## src/rtl/mips_defs.sv

```systemverilog
// Shared MIPS datapath definitions: default word width, data-word reset value
// and the signed-overflow helper used by the adder.
package mips_defs;

    localparam int          WIDTH_DEFAULT = 32;
    localparam logic [31:0] DATA_RESET    = 32'h0;

    // Two's-complement overflow: operands agree in sign, result does not.
    function automatic logic signed_ovf(input logic a_msb, input logic b_msb, input logic s_msb);
        return (a_msb == b_msb) && (s_msb != a_msb);
    endfunction

endpackage

```

## src/rtl/adder32_if.sv

```systemverilog
// Operand/result bundle between the datapath (master) and the adder (slave).
interface adder32_if #(
    parameter int WIDTH = 32
);
    logic             i_valid;
    logic [WIDTH-1:0] i_op1;
    logic [WIDTH-1:0] i_op2;
    logic [WIDTH-1:0] o_result;
    logic             o_valid;
    logic             o_carry;
    logic             o_overflow;

    modport master (
        output i_valid, i_op1, i_op2,
        input  o_result, o_valid, o_carry, o_overflow
    );

    modport slave (
        input  i_valid, i_op1, i_op2,
        output o_result, o_valid, o_carry, o_overflow
    );
endinterface

```

## src/rtl/adder_cla4.sv

```systemverilog
// 4-bit carry-lookahead slice: internal carries in two gate levels, plus
// group generate/propagate for the next lookahead level.
module adder_cla4 (
    input  logic [3:0] i_a,
    input  logic [3:0] i_b,
    input  logic       i_cin,
    output logic [3:0] o_sum,
    output logic       o_g,
    output logic       o_p,
    output logic       o_cout
);
    logic [3:0] w_p;
    logic [3:0] w_g;
    logic [3:0] w_c;

    assign w_p = i_a ^ i_b;
    assign w_g = i_a & i_b;

    assign w_c[0] = i_cin;
    assign w_c[1] = w_g[0] | (w_p[0] & i_cin);
    assign w_c[2] = w_g[1] | (w_p[1] & w_g[0]) | (w_p[1] & w_p[0] & i_cin);
    assign w_c[3] = w_g[2] | (w_p[2] & w_g[1]) | (w_p[2] & w_p[1] & w_g[0])
                  | (w_p[2] & w_p[1] & w_p[0] & i_cin);

    assign o_g    = w_g[3] | (w_p[3] & w_g[2]) | (w_p[3] & w_p[2] & w_g[1])
                  | (w_p[3] & w_p[2] & w_p[1] & w_g[0]);
    assign o_p    = &w_p;
    assign o_cout = o_g | (o_p & i_cin);
    assign o_sum  = w_p ^ w_c;
endmodule

```

## src/rtl/adder32.sv

```systemverilog
// Registered WIDTH-bit adder built from 4-bit CLA slices with a group-level
// carry chain. Define ADDER_FLAGS_EN to compute carry/overflow flags.
module adder32
    import mips_defs::*;
#(
    parameter int WIDTH = WIDTH_DEFAULT
) (
    input  logic      i_clk,
    input  logic      i_rst,
    adder32_if.slave  bus
);
    localparam int NSLICE = WIDTH / 4;

    logic [NSLICE:0]   w_carry;
    logic [NSLICE-1:0] w_g;
    logic [NSLICE-1:0] w_p;
    logic [NSLICE-1:0] w_cout;
    logic [WIDTH-1:0]  w_sum;

    logic [WIDTH-1:0]  r_result;
    logic              r_valid;

    assign w_carry[0] = 1'b0;

    generate
        for (genvar gi = 0; gi < NSLICE; gi++) begin : g_slice
            adder_cla4 u_cla4 (
                .i_a    (bus.i_op1[gi*4 +: 4]),
                .i_b    (bus.i_op2[gi*4 +: 4]),
                .i_cin  (w_carry[gi]),
                .o_sum  (w_sum[gi*4 +: 4]),
                .o_g    (w_g[gi]),
                .o_p    (w_p[gi]),
                .o_cout (w_cout[gi])
            );
            // Group lookahead: next slice carry from this slice's G/P only.
            assign w_carry[gi+1] = w_g[gi] | (w_p[gi] & w_carry[gi]);
        end
    endgenerate

    always_ff @(posedge i_clk) begin
        if (i_rst) begin
            r_result <= WIDTH'(DATA_RESET);
            r_valid  <= 1'b0;
        end else begin
            r_valid <= bus.i_valid;
            if (bus.i_valid) begin
                r_result <= w_sum;
            end
        end
    end

    assign bus.o_result = r_result;
    assign bus.o_valid  = r_valid;

`ifdef ADDER_FLAGS_EN
    logic r_carry;
    logic r_overflow;
    logic w_unused_cout;

    // Slice-local couts duplicate the group chain; only the chain is used.
    assign w_unused_cout = ^w_cout;

    always_ff @(posedge i_clk) begin
        if (i_rst) begin
            r_carry    <= 1'b0;
            r_overflow <= 1'b0;
        end else if (bus.i_valid) begin
            r_carry    <= w_carry[NSLICE];
            r_overflow <= signed_ovf(bus.i_op1[WIDTH-1], bus.i_op2[WIDTH-1], w_sum[WIDTH-1]);
        end
    end

    assign bus.o_carry    = r_carry;
    assign bus.o_overflow = r_overflow;
`else
    logic w_unused_cout;

    assign w_unused_cout  = ^{w_cout, w_carry[NSLICE]};
    assign bus.o_carry    = 1'b0;
    assign bus.o_overflow = 1'b0;
`endif

endmodule

```

## src/flat_wrapper.sv

```systemverilog
// flat-port wrapper written by rule: the top's interface ports become plain ports
module adder32_flat import mips_defs::*;
#(
    parameter int WIDTH = WIDTH_DEFAULT
)
  (i_clk, i_rst, bus_i_valid, bus_i_op1, bus_i_op2, bus_o_result, bus_o_valid, bus_o_carry, bus_o_overflow);
  adder32_if #(.WIDTH(WIDTH)) bus_i ();
  input  logic i_clk;
  input  logic i_rst;
  input wire logic [$bits(bus_i.i_valid)-1:0] bus_i_valid;
  input wire logic [$bits(bus_i.i_op1)-1:0] bus_i_op1;
  input wire logic [$bits(bus_i.i_op2)-1:0] bus_i_op2;
  output wire logic [$bits(bus_i.o_result)-1:0] bus_o_result;
  output wire logic [$bits(bus_i.o_valid)-1:0] bus_o_valid;
  output wire logic [$bits(bus_i.o_carry)-1:0] bus_o_carry;
  output wire logic [$bits(bus_i.o_overflow)-1:0] bus_o_overflow;
  assign bus_i.i_valid = bus_i_valid;
  assign bus_i.i_op1 = bus_i_op1;
  assign bus_i.i_op2 = bus_i_op2;
  assign bus_o_result = bus_i.o_result;
  assign bus_o_valid = bus_i.o_valid;
  assign bus_o_carry = bus_i.o_carry;
  assign bus_o_overflow = bus_i.o_overflow;
  adder32 #(.WIDTH(WIDTH)) u_core (.i_clk(i_clk), .i_rst(i_rst), .bus(bus_i));
endmodule
```

## config.mk

```make
export PLATFORM = sky130hd
export DESIGN_NAME = adder32_flat
export DESIGN_NICKNAME = d
export VERILOG_FILES = /design/src/rtl/mips_defs.sv /design/src/rtl/adder32_if.sv /design/src/rtl/adder_cla4.sv /design/src/rtl/adder32.sv /design/src/flat_wrapper.sv
export SDC_FILE = /design/constraint.sdc
export NUM_CORES = 1
export LEC_CHECK = 0
export BUFFER_PORTS_ARGS = -buffer_cell sky130_fd_sc_hd__buf_2
export CAP_MARGIN = 20
export CORE_MARGIN = 2
export CORE_UTILIZATION = 30
export DETAILED_ROUTE_END_ITERATION = 10
export PLACE_DENSITY = 0.66
export SLEW_MARGIN = 20
export SYNTH_ARGS = -nofsm -noshare
export SYNTH_HDL_FRONTEND = slang
export SYNTH_SLANG_ARGS = --single-unit
```

## constraint.sdc

```tcl
create_clock -name i_clk -period 3 [get_ports i_clk]
set_input_delay 0.6 -clock i_clk [delete_from_list [all_inputs] [get_ports i_clk]]
set_output_delay 0.6 -clock i_clk [all_outputs]
set_load 0.01 [all_outputs]
```

Word level (Yosys, flattened, before mapping)
Cells that the tools add are included.
{"block": "totals", "register_bits": 33, "latchBits": 0, "ramBits": 0, "romBits": 0, "input_bits": 67, "output_inout_bits": 35, "word_cells": 212, "n_memories": 0}
{"block": "op_classes", "add_sub_neg": 0, "mul": 0, "div_mod_pow": 0, "magnitude_cmp": 0, "eq_ne": 0, "shift": 0, "mux": 0, "bitwise": 204, "reduce_logical": 6}
{"operator": "bitwise AND 1 bit", "n": 108}
{"operator": "bitwise OR 1 bit", "n": 72}
{"operator": "XOR 4 bit", "n": 16}
{"operator": "bitwise AND 4 bit", "n": 7}
{"operator": "AND reduction 4 bit", "n": 6}
{"operator": "bitwise AND 3 bit", "n": 1}

Longest topological paths before layout
Gate-level depths: netlist of run 1.
{"block": "depth", "ltp_word": 20, "ltp_mapped": 11, "depth_no_buf": 11}

By module
From an unflattened synthesis of run 1, not the netlist that was laid out.
{"block": "hier_totals", "hier_cells": 295, "hier_area_um2": 2796.4}
{"module": "adder_cla4 at u_core.g_slice[1].u_cla4 ...", "instances": 7, "cells_each": 22, "area_each_um2": 193.9, "seq_area_each_um2": 0.0}
{"module": "adder32", "instances": 1, "cells_each": 119, "area_each_um2": 1256.2, "seq_area_each_um2": 660.6}
{"module": "adder_cla4 at u_core.g_slice[0].u_cla4", "instances": 1, "cells_each": 22, "area_each_um2": 182.7, "seq_area_each_um2": 0.0}

Least setup slack after synthesis of run 1
OpenSTA, ideal clock, no wires.
{"block": "synth_timing", "path_kind": "input to register", "start": "input port bus_i_op2[1]", "end": "register u_core.r_result[13] (netlist: u_core.bus.o_result[13])", "setup_ps": 86, "t_arrival_ps": 2910, "t_required_ps": 2914, "setup_slack_ps": 4, "path_stages": 11, "path_buffers": 0, "cell_sequence": "ha_1 > a211o_1 > a21o_1 > a31o_1 > a21oi_1 > o21bai_1 > a21o_1 > a21o_1 > fa_1 > xnor2_1 > a211oi_1"}
{"block": "synth_via", "elab_chain_len": 11, "word_cells_on_any_way": 14, "cone_classes": "bitwise: 14"}
{"item": "start, declared", "line": "flat_wrapper.sv:12", "source": "input wire logic [$bits(bus_i.i_op2)-1:0] bus_i_op2;"}
{"item": "bitwise AND 4 bit or XOR 4 bit (tied branches)", "line": "adder_cla4.sv:17, adder_cla4.sv:16"}
{"item": "bitwise AND 1 bit, on equally long branches", "line": "adder_cla4.sv:25, adder_cla4.sv:26"}
{"item": "bitwise OR 1 bit or bitwise AND 1 bit (tied branches)", "line": "adder_cla4.sv:25, adder_cla4.sv:26"}
{"item": "bitwise OR 1 bit *", "line": "adder_cla4.sv:26", "source": "| (w_p[3] & w_p[2] & w_p[1] & w_g[0]);"}
{"item": "bitwise AND 1 bit *", "line": "adder32.sv:37", "source": "assign w_carry[gi+1] = w_g[gi] | (w_p[gi] & w_carry[gi]);"}
{"item": "bitwise OR 1 bit *", "line": "adder32.sv:37"}
{"item": "bitwise AND 1 bit *", "line": "adder32.sv:37"}
{"item": "bitwise OR 1 bit *", "line": "adder32.sv:37"}
{"item": "bitwise AND 1 bit *", "line": "adder_cla4.sv:20", "source": "assign w_c[1] = w_g[0] | (w_p[0] & i_cin);"}
{"item": "bitwise OR 1 bit *", "line": "adder_cla4.sv:20"}
{"item": "XOR 4 bit *", "line": "adder_cla4.sv:29", "source": "assign o_sum = w_p ^ w_c;"}
{"item": "end signal, assigned", "line": "adder32.sv:43", "source": "r_result <= WIDTH'(DATA_RESET);"}
{"item": "end signal, assigned", "line": "adder32.sv:48", "source": "r_result <= w_sum;"}
{"item": "end, declared", "line": "adder32.sv:20", "source": "logic [WIDTH-1:0] r_result;"}
Mark *: on every way between the ends. The rest lies on a longest branch, timed or not.
A chain may end at the register's enable or synchronous reset.

Worst setup path in the final report of run 1
{"block": "layout_timing", "start": "input port bus_i_op1[1]", "end": "register u_core.r_result[12] (netlist: u_core.bus.o_result[12])"}
{"block": "layout_via", "elab_chain_len": 9, "word_cells_on_any_way": 12, "cone_classes": "bitwise: 12"}
{"item": "start, declared", "line": "flat_wrapper.sv:11", "source": "input wire logic [$bits(bus_i.i_op1)-1:0] bus_i_op1;"}
{"item": "bitwise AND 4 bit or XOR 4 bit (tied branches)", "line": "adder_cla4.sv:17, adder_cla4.sv:16"}
{"item": "bitwise AND 1 bit, on equally long branches", "line": "adder_cla4.sv:25, adder_cla4.sv:26"}
{"item": "bitwise OR 1 bit or bitwise AND 1 bit (tied branches)", "line": "adder_cla4.sv:25, adder_cla4.sv:26"}
{"item": "bitwise OR 1 bit *", "line": "adder_cla4.sv:26"}
{"item": "bitwise AND 1 bit *", "line": "adder32.sv:37"}
{"item": "bitwise OR 1 bit *", "line": "adder32.sv:37"}
{"item": "bitwise AND 1 bit *", "line": "adder32.sv:37"}
{"item": "bitwise OR 1 bit *", "line": "adder32.sv:37"}
{"item": "XOR 4 bit *", "line": "adder_cla4.sv:29"}
{"item": "via u_core.g_slice[3].u_cla4.o_sum[0]", "line": "adder_cla4.sv:7", "source": "output logic [3:0] o_sum,"}
Mark *: on every way through the listed nets, which the timed path passes. The rest lies on a longest branch.

==> results.md, run 1 <==
* Share of post-route cells with drive strength above 1 at 37.6%
* Core footprint at 8090 um2
* First-pass GRT wire length at 10.3 mm
* Number of buffers inserted by post-CTS setup repair at 0
* Rows at 33
* Clk root buf: sky130_fd_sc_hd__clkbuf_8
* # clock sinks at 33
* Pwr Total at 1.38 mW
* Internal reg-to-reg setup slack at 2020 ps
* Critical path start-end classification: in2reg
* Crit path to: u_core.bus.o_result[12]$_SDFFE_PP0P_
* Final WL at 6.10 mm
* Post-synth ARST share at 0%
* Area of all placed cells without fillers at 3350 um2
* Synthesized flop and latch total at 33
* Detailed placer's ending HPWL at 5.06 mm
* Source of the critical timing path: bus_i_op1[1]
* Worst ir drop on vdd at 0.166 mV
* Chip Width at 94.7 um
* Max-cap violation count at 0
* R2r endpoint: u_core.bus.o_result[19]$_SDFFE_PP0P_
* Critical Path Source Type: primary input
* Final Hold Violating Endpoints at 0
* Leak at 1.70 nW
* Die Span Y at 94.7 um
* Pwr Density at 412 nW/um2
* Reg2Reg Launch Point: u_core.bus.o_result[19]$_SDFFE_PP0P_
* Setup violations, final at 0
* Pin slew with the least headroom to its limit at 501 ps
* GR Overflow Total at 0
* Min cycle time layout at 2900 ps
* Synth Area per Inst at 9.46 um2
* Worst R2R Path Depth at 2
* RePlAce Congestion at 0.816
* Max-slew violation count at 0
* Highest achievable clock rate at 345 MHz
* DRC at 0
* Warnings from Yosys at 0
* Mapped Cells at 261
* Setup clock skew after layout at 0 ps
* Class of the tightest hold or removal check: reg2reg
* Antenna violations before repair at 0
* Total number of nets in the final design at 488
* Commonest non-fill, non-tap cell in the layout: sky130_fd_sc_hd__buf_2
* ANT cells at 0
* Drt first pass iters at 4
* Setup repair after global routing missed its margin: true
* Area of placed instances at 3240 um2
* Arrival time reported for the critical path endpoint at 3110 ps
* Prevailing post-synth register cell: sky130_fd_sc_hd__dfxtp_1
* Initial core utilization at 30.5%
* Share of the clock period used by the worst path after layout at 96.6%
* DR WL/cell at 12.5 um
* Count of routing violations after the opening detailed-route iteration at 43
* Cell area after synthesis at 2470 um2
* Post-cts resize count at 0
* Detailed-route via count at 2350
* Maximum number of pins on one net before global-route repair at 30
* Number of ports placed on the die boundary at 102
* Input/output buffers at 99
* Required time worst endpoint at 3210 ps
* Number of H-tree branching levels at 2
* Clock Pin Slew Worst Setup and Hold Paths at 70 ps
* Highest-count cells in the layout ignoring fill and taps: 99 x sky130_fd_sc_hd__buf_2, 33 x sky130_fd_sc_hd__dfxtp_1, 31 x sky130_fd_sc_hd__nor2_1, 31 x sky130_fd_sc_hd__ha_1, 25 x sky130_fd_sc_hd__buf_4
* Status: finished, final reports clean
* Number of buffers added to fix hold violations after cts at 0
* Clock tree from TritonCTS: built
* Clock buffer count from CTS at 5
* Relative slew margins at 65.7%
* Number of unique standard cell types used by synthesis at 54
* Number of enable-type register cells in the synthesized netlist at 0
* Via count of the first global-routing pass at 2385
* Final antenna-violating net count at 0
* GRT Overall Usage at 14.3%
* Full die area at 8970 um2
* Max Root-Sink Buffers at 2
* Relative area change from synthesis to final layout at 35.7%
* Vias per cell at 4.82
* Register area share after synthesis at 26.8%
* Maximum fanout count along the critical path at 3
* Clock insertion delay at the later pin of the skew report at 270 ps
* Capturing element type of the critical path: flop
synth_stat cells, drive strengths merged, types with 2 or more instances:
| master | count | area [um2] |
|---|---|---|
| nand2b | 4 | 25.0 |
| a21o | 11 | 82.6 |
| o21ai | 8 | 47.6 |
| fa | 8 | 160 |
| a31o | 2 | 17.5 |
| dfxtp | 33 | 661 |
| a211oi | 10 | 80.1 |
| nand2 | 13 | 48.8 |
| nand3 | 4 | 20.0 |
| nor2 | 31 | 116 |
| a31oi | 3 | 18.8 |
| xor2 | 4 | 35.0 |
| nand4 | 3 | 25.0 |
| a2111oi | 2 | 17.5 |
| nor2b | 3 | 21.3 |
| buf | 4 | 22.5 |
| mux2i | 15 | 150 |
| nor3 | 2 | 10.0 |
| nor4bb | 2 | 20.0 |
| nor3b | 5 | 37.5 |
| ha | 31 | 388 |
| and3 | 2 | 12.5 |
| xnor2 | 12 | 105 |
| a311oi | 3 | 50.1 |
| a21oi | 12 | 60.1 |
| inv | 5 | 18.8 |
| o21a | 4 | 30.0 |
| clkbuf | 7 | 26.3 |
how the worst min path moves through the flow:
stage | to | slack (ps) | startpoint | cells after the start
after floorplan | u_core.bus.o_result[13]$_SDFFE_PP0P_ | 500 | u_core.bus.o_result[13]$_SDFFE_PP0P_ | 2
after global placement | u_core.bus.o_result[4]$_SDFFE_PP0P_ | 470 | u_core.bus.o_result[4]$_SDFFE_PP0P_ | 2
after detailed placement | u_core.bus.o_result[18]$_SDFFE_PP0P_ | 460 | u_core.bus.o_result[18]$_SDFFE_PP0P_ | 1
after CTS | u_core.bus.o_result[22]$_SDFFE_PP0P_ | 480 | u_core.bus.o_result[22]$_SDFFE_PP0P_ | 1
after global routing | u_core.bus.o_result[18]$_SDFFE_PP0P_ | 500 | u_core.bus.o_result[18]$_SDFFE_PP0P_ | 1
final | u_core.bus.o_result[18]$_SDFFE_PP0P_ | 480 | u_core.bus.o_result[18]$_SDFFE_PP0P_ | 1
state kept, by name, indices dropped and copies added (netlist names):
name                 flops
u_core.bus.o_valid       1
u_core.bus.o_result     32
worst max-delay path, stage by stage:
cell and delay [ps]:
sky130_fd_sc_hd__buf_2 120, sky130_fd_sc_hd__ha_1 280, sky130_fd_sc_hd__a211o_1 310, sky130_fd_sc_hd__a21o_1 220, sky130_fd_sc_hd__a31o_1 240, sky130_fd_sc_hd__a21oi_1 140, sky130_fd_sc_hd__o21bai_1 100, sky130_fd_sc_hd__a21o_1 200
sky130_fd_sc_hd__a21o_1 190, sky130_fd_sc_hd__fa_2 520, sky130_fd_sc_hd__mux2i_1 70, sky130_fd_sc_hd__nor2_1 120
kinds of logic (layout without fill, tap and decap cells):
group	after synthesis	count (layout)	share of synthesized area [%]
buffers and inverters	16	137	2.74
other	1	2	0.152
flip-flops	33	33	26.8
multiplexers	15	15	6.08
XOR/XNOR	16	16	5.68
adder cells (fa/ha/maj)	39	39	22.2
AO/OA/AOI/OAI	68	68	21.3
AND/OR/NAND/NOR	73	73	15.1
metrics by stage:
| step | instances | util (%) | hold slack, ps | TNS [ps] | worst slack [ps] |
|---|---|---|---|---|---|
| floorplan | 262 | - | 505 | 0 | 4.30 |
| global placement | 480 | 40.0 | 469 | -508 | -169 |
| detailed placement | 480 | 40.0 | 462 | -895 | -241 |
| CTS | 488 | 41.3 | 480 | 0 | 59.2 |
| global route | 488 | 41.4 | 496 | -25.3 | -15.4 |
| finish | 488 | 41.4 | 481 | 0 | 101 |
report_power, final:
group / switching [mW] / leakage (nW) / internal (mW)
Sequential: 0.0236 / 0.273 / 0.486
Combinational: 0.253 / 1.37 / 0.253
Clock: 0.159 / 0.0542 / 0.207
area by class of cell:
cell class	count	area [um2]
inverters	5	18.8
multi-input cells	213	1760
repair buffers	124	683
clock inverters	1	5.00
clock buffers	7	96.3
well taps	105	131
flip-flops and latches	33	661
fillers	841	4740
per-layer routing:
metal  share of wire (%)  wire (um)  GRT usage (%)
met2                  49       2960           25.4
met4                0.79         48           3.99
met1                  45       2740           17.5
met3                 5.7        350           2.63
met5                   0          0              0
No activity file was read; power rests on OpenSTA's default activity.
==> run 2, diff against run 1 <==
--- a/config.mk
+++ b/config.mk
@@ -10,8 +10,9 @@
 export CORE_MARGIN = 2
 export CORE_UTILIZATION = 30
 export DETAILED_ROUTE_END_ITERATION = 10
-export PLACE_DENSITY = 0.66
+export PLACE_DENSITY = 0.65
 export SLEW_MARGIN = 20
 export SYNTH_ARGS = -nofsm -noshare
 export SYNTH_HDL_FRONTEND = slang
+export SYNTH_HIERARCHICAL = 1
 export SYNTH_SLANG_ARGS = --single-unit
==> run 2 against run 1 <==
Against the previous run: power increased by 4.6%; non-clock buffer count decreased by 17; die area increased by 9.0%; wire length increased by 0.93%; critical path type unchanged; largest cell class unchanged; largest power group is now combinational logic.
==> results.md, run 2 <==
* Highest signal layer in the routed design: met4
* Clock insertion delay at the later pin of the skew report at 280 ps
* Maximum number of pins on one net before global-route repair at 34
* Layout Utilization at 39.4%
* Max-slew violation count at 0
* Via count of the first global-routing pass at 2241
* Clock tree from TritonCTS: built
* Max Root-Sink Buffers at 2
* Min cycle time layout at 2700 ps
* Setup clock skew after layout at 0 ps
* Setup violations, final at 0
* Cell area after synthesis at 2700 um2
* Footprint of the multi-input gates at 1830 um2
* Post-route met1 wirelength at 2.84 mm
* RePlAce Congestion at 0.880
* Synth Area per Inst at 9.55 um2
* Sw Share at 33.4%
* Antenna violations before repair at 0
* Commonest non-fill, non-tap cell in the layout: sky130_fd_sc_hd__buf_2
* Highest achievable clock rate at 370 MHz
* Max-cap violation count at 0
* Final Hold Violating Endpoints at 0
* Total number of nets in the final design at 498
* Leak at 1.90 nW
* Placed insts at 492
* Detailed-route via count at 2290
* Rows at 34
* Area of all placed cells without fillers at 3440 um2
* Setup repair after global routing missed its margin: false
* Clock buffer count from CTS at 5
* Drt first pass iters at 4
* Relative slew margins at 56.6%
* Final antenna-violating net count at 0
* Class of the tightest hold or removal check: reg2reg
* Core footprint at 8720 um2
* GRT Overall Usage at 12.6%
* Length of routed met2 wiring at 2.93 mm
* Accumulated negative setup slack at 0 ps
* Seq. cell area at 661 um2
* Share of post-route cells with drive strength above 1 at 36.7%
* Power share of the combinational group at 38.1%
* Number of ports placed on the die boundary at 102
* Worst ir drop on vdd at 0.156 mV
* Sequential share of power at 35.7%
* Number of inserted filler cells in the final layout at 890
* Full die area at 9780 um2
* Input/output buffers at 99
* DR WL/cell at 12.3 um
* Pint at 963 uW
* Critical Path Source Type: primary input
* Arrival time reported for the critical path endpoint at 2860 ps
* Area of placed instances at 3330 um2
* Die Span Y at 98.9 um
* First-pass GRT wire length at 10.1 mm
* # clock sinks at 33
* Mapped Cells at 283
* Required time worst endpoint at 3150 ps
* Status: finished, final reports clean
* Internal reg-to-reg setup slack at 2330 ps
* NetSw at 482 uW
* Filler-free cell count of the finished design at 500
* Warnings from Yosys at 6
* Capturing element type of the critical path: flop
* Critical path start-end classification: in2reg
* Count of routing violations after the opening detailed-route iteration at 29
* WL met3 at 328 um
* Relative area change from synthesis to final layout at 27.2%
* Initial core utilization at 31.0%
* Share of the clock period used by the worst path after layout at 90.1%
* Number of H-tree branching levels at 2
* Clock Pin Slew Worst Setup and Hold Paths at 70 ps
* Number of buffers inserted by post-CTS setup repair at 0
* Clk pwr share at 26.2%
* Flip-flop count of the largest register after layout at 32
* Pin slew with the least headroom to its limit at 651 ps
* Pwr Total at 1.44 mW
* Final WL at 6.16 mm
* Maximum fanout count along the critical path at 4
* Number of buffers added to fix hold violations after cts at 0
* GR Overflow Total at 0
* Clk root buf: sky130_fd_sc_hd__clkbuf_8
* Highest-count cells in the layout ignoring fill and taps: 99 x sky130_fd_sc_hd__buf_2, 40 x sky130_fd_sc_hd__inv_1, 33 x sky130_fd_sc_hd__dfxtp_1
* Pwr Density at 421 nW/um2
* ANT cells at 0
* Vias per cell at 4.58
* Detailed placer's ending HPWL at 5.03 mm
* Post-cts resize count at 0
* Chip Width at 98.9 um
* DRC at 0
[run 2: metrics by stage]
| step | hold slack (ps) | setup slack [ps] |
|---|---|---|
| 5_1_grt | 509 | 88.6 |
| 3_3_place_gp | 468 | 55.9 |
| 6_report | 487 | 298 |
| 3_5_place_dp | 476 | 2.72 |
| 2_1_floorplan | 531 | 202 |
| 4_1_cts | 492 | 318 |
[run 2: area by class of cell]
| type | instances | share of cell area [%] |
|---|---|---|
| Clock buffer | 7 | 2.80 |
| Multi-Input combinational cell | 204 | 53.4 |
| Timing Repair Buffer | 107 | 16.2 |
| Tap cell | 108 | 3.93 |
| Clock inverter | 1 | 0.146 |
| Sequential cell | 33 | 19.2 |
| Inverter | 40 | 4.37 |
[run 2: power by group through the flow]
stage | Combinational [mW] | Clock [mW] | Sequential [mW]
2_1_floorplan | 0.358 | 0 | 0.547
3_3_place_gp | 0.542 | 0 | 0.525
3_5_place_dp | 0.555 | 0 | 0.526
4_1_cts | 0.557 | 0.395 | 0.516
5_1_grt | 0.618 | 0.413 | 0.521
6_report | 0.551 | 0.378 | 0.515
[run 2: metal layers]
layer / up-vias / global-route usage (%)
li1: 1174 / -
met4: 0 / 4.11
met5: - / 0
met2: 56 / 20.7
met1: 1056 / 16.3
met3: 4 / 2.84
[run 2: worst paths after layout]
| kind | start | to | depth (start not counted) |
|---|---|---|---|
| hold / removal | u_core/bus.o_result[9]$_SDFFE_PP0P_ | u_core/bus.o_result[9]$_SDFFE_PP0P_ | 2 |
| hold reg to reg | u_core/bus.o_result[9]$_SDFFE_PP0P_ | u_core/bus.o_result[9]$_SDFFE_PP0P_ | 2 |
| setup reg to reg | u_core/bus.o_result[22]$_SDFFE_PP0P_ | u_core/bus.o_result[22]$_SDFFE_PP0P_ | 2 |
| setup / recovery | bus_i_op1[6] | u_core/bus.o_result[29]$_SDFFE_PP0P_ | 14 |
[run 2: critical path, cell delays in order]
cell	delay, ps
sky130_fd_sc_hd__buf_2	100
sky130_fd_sc_hd__ha_1	360
sky130_fd_sc_hd__inv_1	90
sky130_fd_sc_hd__o21bai_1	140
sky130_fd_sc_hd__a21o_1	150
sky130_fd_sc_hd__a21o_1	150
sky130_fd_sc_hd__nand4_1	120
sky130_fd_sc_hd__nand3_2	120
sky130_fd_sc_hd__a31o_1	240
sky130_fd_sc_hd__inv_1	80
sky130_fd_sc_hd__fa_1	370
sky130_fd_sc_hd__xnor2_1	130
sky130_fd_sc_hd__mux2i_1	150
sky130_fd_sc_hd__nor2_1	50
